**src/rtl/alu_arbiter.sv**
```systemverilog
// Round-robin arbiter sharing one combinational ALU among NUM_REQ requesters,
// each with a registered single-entry response slot.

module alu_arbiter #(
  parameter int NUM_REQ = 2
) (
  input  logic                     clk,
  input  logic                     rst,
  input  logic [NUM_REQ-1:0]       req_valid,
  output logic [NUM_REQ-1:0]       req_ready,
  input  logic [NUM_REQ-1:0][2:0]  req_op,
  input  logic [NUM_REQ-1:0][15:0] req_lhs,
  input  logic [NUM_REQ-1:0][15:0] req_rhs,
  output logic [NUM_REQ-1:0]       rsp_valid,
  input  logic [NUM_REQ-1:0]       rsp_ready,
  output logic [NUM_REQ-1:0][15:0] rsp_result
);
  localparam int PW = (NUM_REQ > 2) ? 2 : 1;

  logic [PW-1:0]      ptr_q, ptr_d, gnt_idx, scan_idx;
  logic [NUM_REQ-1:0] elig, grant;
  logic               gnt_any;
  logic [2:0]         alu_op;
  logic [15:0]        alu_lhs, alu_rhs, alu_res;

  // A full slot may accept only when it drains in the same cycle.
  assign elig = req_valid & (~rsp_valid | rsp_ready);

  always_comb begin
    grant    = '0;
    gnt_any  = 1'b0;
    gnt_idx  = ptr_q;
    scan_idx = ptr_q;
    for (int k = 0; k < NUM_REQ; k++) begin
      scan_idx = PW'((int'(ptr_q) + k) % NUM_REQ);
      if (!gnt_any && elig[scan_idx]) begin
        gnt_any         = 1'b1;
        gnt_idx         = scan_idx;
        grant[scan_idx] = 1'b1;
      end
    end
    if (rst) begin
      grant   = '0;
      gnt_any = 1'b0;
    end
  end

  assign req_ready = grant;

  always_comb begin
    ptr_d = ptr_q;
    if (gnt_any) ptr_d = PW'((int'(gnt_idx) + 1) % NUM_REQ);
  end

  always_ff @(posedge clk) begin
    if (rst) ptr_q <= '0;
    else     ptr_q <= ptr_d;
  end

  // With no grant gnt_idx falls back to ptr, so the ALU sees requester ptr.
  assign alu_op  = req_op[gnt_idx];
  assign alu_lhs = req_lhs[gnt_idx];
  assign alu_rhs = req_rhs[gnt_idx];

  ALU u_alu (
    .op     (alu_op),
    .lhs    (alu_lhs),
    .rhs    (alu_rhs),
    .result (alu_res)
  );

  for (genvar i = 0; i < NUM_REQ; i++) begin : g_slot
    alu_arb_slot u_slot (
      .clk       (clk),
      .rst       (rst),
      .accept    (grant[i]),
      .drain     (rsp_ready[i]),
      .result_in (alu_res),
      .valid     (rsp_valid[i]),
      .result    (rsp_result[i])
    );
  end
endmodule

// Single-entry response slot; a new result wins over a same-cycle drain.
module alu_arb_slot (
  input  logic        clk,
  input  logic        rst,
  input  logic        accept,
  input  logic        drain,
  input  logic [15:0] result_in,
  output logic        valid,
  output logic [15:0] result
);
  logic        valid_q, valid_d;
  logic [15:0] result_q, result_d;

  always_comb begin
    valid_d  = valid_q;
    result_d = result_q;
    if (accept) begin
      valid_d  = 1'b1;
      result_d = result_in;
    end else if (drain) begin
      valid_d  = 1'b0;
    end
  end

  always_ff @(posedge clk) begin
    if (rst) begin
      valid_q  <= 1'b0;
      result_q <= '0;
    end else begin
      valid_q  <= valid_d;
      result_q <= result_d;
    end
  end

  assign valid  = valid_q;
  assign result = result_q;
endmodule

// Shared combinational ALU on signed 16-bit operands.
module ALU (
  input  logic [2:0]  op,
  input  logic [15:0] lhs,
  input  logic [15:0] rhs,
  output logic [15:0] result
);
  always_comb begin
    result = '0;
    case (op)
      3'd0: result = lhs + rhs;
      3'd1: result = lhs - rhs;
      3'd2: result = lhs & rhs;
      3'd3: result = lhs ^ rhs;
      3'd4: result = lhs << rhs[3:0];
      3'd5: result = 16'($signed(lhs) >>> rhs[3:0]);
      3'd6: result = lhs | rhs;
      3'd7: result = {15'd0, $signed(lhs) < $signed(rhs)};
      default: result = '0;
    endcase
  end
endmodule

```
**config.mk**
```make
export PLATFORM = sky130hd
export DESIGN_NAME = alu_arbiter
export DESIGN_NICKNAME = d
export VERILOG_FILES = /design/src/rtl/alu_arbiter.sv
export SDC_FILE = /design/constraint.sdc
export NUM_CORES = 1
export LEC_CHECK = 0
export BUFFER_PORTS_ARGS = -buffer_cell sky130_fd_sc_hd__buf_2
export CORE_ASPECT_RATIO = 1.75
export CORE_MARGIN = 4
export CORE_UTILIZATION = 58
export DETAILED_ROUTE_END_ITERATION = 8
export HOLD_SLACK_MARGIN = 0.15
export PLACE_DENSITY = 0.81
export SETUP_SLACK_MARGIN = 0.15
export SLEW_MARGIN = 10
export SYNTH_ARGS = -nofsm -noshare
export SYNTH_HDL_FRONTEND = slang
export SYNTH_SLANG_ARGS = --single-unit
```
**constraint.sdc**
```tcl
create_clock -name clk -period 5.26 [get_ports clk]
set_input_delay 0.789 -clock clk [delete_from_list [all_inputs] [get_ports clk]]
set_output_delay 0.789 -clock clk [all_outputs]
set_load 0.05 [all_outputs]
```
==> impl_metrics.json <==
{
  "run_status": "finished clean",
  "gp_congestion": 1.03,
  "path_class": "in -> reg",
  "layout-drive-gt1-share_pct": 25.4,
  "chipWidth_um": 82.4,
  "clock_power_share_pct": 17.6,
  "hold_viol": 0,
  "swShare_pct": 49.8,
  "die_height_um": 138,
  "cts_tree": "done",
  "cp_max_fo": 14,
  "power.density_nw_per_um2": 303,
  "n_fill_cell": 813,
  "slowest_delay_ps": 490,
  "fin_setup_tns_ps": 0,
  "slowest_stage": "ha_1",
  "num_vias": 6622,
  "cts_root_buf": "clkbuf_16",
  "vias_per_cell": 6.83,
  "grt_max_degree": 40,
  "fp.coreArea_um2": 9470,
  "internal-power_uw": 989,
  "power.switching_uw": 979,
  "start_util_pct": 59.4,
  "synth.area.top_cells": "dfxtp_1 12%, ha_1 11%, mux2i_1 6.9%",
  "min_from": "g_slot[1].u_slot.result[8]",
  "num_rows": 47,
  "ys.flop_type": "dfxtp_1",
  "power_frac_comb_pct": 66.0,
  "ys_seq_area_share_pct": 12.5,
  "grt_pass1_wl_um": 33800,
  "synth_top_area_share_pct": 12.5,
  "path_clk_slew_ps": 50,
  "cap_viol_max_count": 0,
  "drt_iter0_markers": 569,
  "synth_enable_flop_cells": 0,
  "slew_viol_final": 0,
  "crit_top_cell": "a21oi_1",
  "syn2layout_area_growth_pct": 15.6,
  "arrival_ps": 5070,
  "synth_seq_cells": 35,
  "cts_hold_buffers": 0,
  "max_freq_ghz": 0.203,
  "cts_buffers": 5,
  "post_cts_buffers": 0,
  "synth_cell_types": 80,
  "netlist_instances": 749,
  "rsz0062_at_grt": "no",
  "hpwl_um": 17700,
  "skew_ps": 3.31,
  "syn_nets": 875,
  "final_area_um2": 6500,
  "async_flop_share_pct": 0,
  "track_usage_pct": 38.8,
  "period_needed_ps": 4930,
  "setup_viol": 0,
  "insertion_delay_ps": 280,
  "synth_area_um2": 5620,
  "clock_path_buffers": 2,
  "cts_sinks": 35,
  "peakVddDrop_mv": 0.248,
  "hp-class": "reg -> reg",
  "synth_area_per_cell_um2": 7.51,
  "portBuffers": 111,
  "overflow": 0,
  "final_nets": 973,
  "fin_crit_sh_pct": 93.7,
  "worst_r2r_startpoint": "g_slot[1].u_slot.valid",
  "p_leak_nw": 3.01,
  "antenna_found_initial": 0,
  "yosysWarnings": 0,
  "drtPass1Iterations": 5,
  "yosys.area.top_type": "dfxtp_1",
  "required_ps": 5400,
  "routed_wl_um": 22500,
  "ios": 112,
  "drt_drc_violations_left": 0,
  "cp-startpoint": "rsp_ready[1]",
  "grt_pass1_vias": 6421,
  "routedWlPerCell_um": 23.2,
  "cts_resized": 0,
  "endpoint_kind": "flop",
  "diodes": 0,
  "crit_chain": "buf_2 -> nand2b_1 -> nand2_1 -> maj3_4 -> mux2i_4 -> inv_1 -> ha_1 -> o21bai_1 -> a21oi_1 -> a21oi_1 -> nor2_1 -> nor2_1 -> o41a_1 -> o311a_1 -> a31oi_1 -> nand3_1 -> a21oi_1 -> o21ai_1",
  "htree_levels": 2,
  "ff2ff_setup_slack_ps": 680,
  "power_frac_seq_pct": 16.4,
  "place_area_um2": 6320,
  "relSlewSlack_pct": 40.0,
  "dieArea_um2": 11400,
  "tightest_slew_ps": 899,
  "ant_nets": 0,
  "critical_path.startpoint_type": "primary input"
}
==> through the flow <==
step	util, %	setup slack [ps]	hold WS (ps)	cells	power, mW
finish	68.7	331	480	970	1.97
global route	68.7	216	497	970	2.06
CTS	68.6	364	479	969	1.93
detailed placement	66.7	84.4	469	961	1.58
global placement	66.7	187	464	961	1.55
floorplan	-	446	473	749	1.22
==> cell usage in the layout (no fill, tap or decap), drive strengths merged, types with 9 or more instances in the layout <==
cell type	Yosys	layout
o22ai	10	10
a221oi	9	9
ha	48	48
nand2b	13	13
nor3	11	11
nor2	70	70
o211ai	18	18
o21ai	73	73
mux2	22	22
a211oi	15	15
buf	24	144
nand2	55	55
nand3b	28	28
or3	9	9
a21oi	49	49
dfxtp	35	35
a21o	9	9
nand3	15	15
inv	50	50
mux2i	57	57
==> power by group through the flow <==
stage | Combinational (mW) | Sequential [mW] | Clock (mW)
floorplan | 0.768 | 0.448 | 0
global placement | 1.23 | 0.324 | 0
detailed placement | 1.25 | 0.327 | 0
CTS | 1.26 | 0.322 | 0.348
global route | 1.38 | 0.326 | 0.361
finish | 1.30 | 0.322 | 0.347
==> cell type report <==
| type | count | area (um^2) | share of cell area, % |
|---|---|---|---|
| Sequential cell | 35 | 701 | 10.8 |
| Inverter | 50 | 188 | 2.89 |
| Multi-Input combinational cell | 611 | 4470 | 68.8 |
| Clock inverter | 2 | 35.0 | 0.539 |
| Tap cell | 122 | 153 | 2.35 |
| Timing Repair Buffer | 144 | 816 | 12.5 |
| Clock buffer | 6 | 139 | 2.14 |
==> worst paths after layout <==
kind / to / cells after the start
setup / recovery: g_slot[0].u_slot.result[0] / 18
hold / removal: g_slot[1].u_slot.result[8] / 2
setup reg to reg: g_slot[0].u_slot.result[0] / 17
hold reg to reg: g_slot[1].u_slot.result[8] / 2
==> cells in the mapped netlist, types with 3 or more instances <==
| master | number |
|---|---|
| nor4_1 | 3 |
| mux2_2 | 16 |
| mux2i_2 | 12 |
| xnor2_1 | 5 |
| nor2_1 | 69 |
| buf_2 | 12 |
| inv_2 | 5 |
| o22ai_1 | 10 |
| a32o_1 | 3 |
| or3_1 | 9 |
| nand2_1 | 53 |
| o21ai_0 | 56 |
| a31oi_1 | 8 |
| mux2i_4 | 6 |
| nor3_1 | 11 |
| nand2b_1 | 12 |
| a211oi_1 | 14 |
| and3_1 | 3 |
| nor3b_1 | 4 |
| o21ai_1 | 17 |
| buf_4 | 6 |
| nand3_1 | 15 |
| a21oi_1 | 49 |
| mux2_4 | 6 |
| o21bai_1 | 5 |
| a41oi_1 | 3 |
| o221ai_1 | 7 |
| buf_6 | 3 |
| inv_1 | 45 |
| clkbuf_1 | 30 |
| mux2i_1 | 39 |
| xor2_1 | 4 |
| ha_1 | 48 |
| o31ai_1 | 6 |
| nand3b_1 | 28 |
| a221oi_1 | 7 |
| a2bb2oi_1 | 4 |
| dfxtp_1 | 35 |
| a21o_1 | 9 |
| o211ai_1 | 17 |
==> routing by layer <==
layer | up-vias | track usage, % | share of wire (%)
li1 | 2947 | - | -
met1 | 3049 | 39.6 | 34
met2 | 477 | 66.7 | 49
met3 | 149 | 5.66 | 7.7
met4 | 0 | 30.9 | 9.5
met5 | - | 0 | 0
==> sequential cells by signal, summed over array words and instances (netlist names) <==
name and count:
g_slot.u_slot.result 32, g_slot.u_slot.valid 2, ptr_q 1
==> worst max-delay path: cells and delay by family <==
kind            cells  cell delay, ps
fa+ha+maj           2             960
mux                 1             420
buf+inv             2             210
simple gates        5             710
compound gates      8            1960
==> kinds of logic (layout without fill, tap and decap cells) <==
group / Yosys count / in the layout / share of synthesized area [%]
AO/OA/AOI/OAI: 248 / 248 / 29.1
AND/OR/NAND/NOR: 223 / 223 / 20.1
buffers and inverters: 104 / 202 / 8.21
multiplexers: 79 / 79 / 17.1
adder cells (fa/ha/maj): 51 / 52 / 11.6
flip-flops: 35 / 35 / 12.5
XOR/XNOR: 9 / 9 / 1.40
Note: power is estimated with default switching activity, not from simulation.
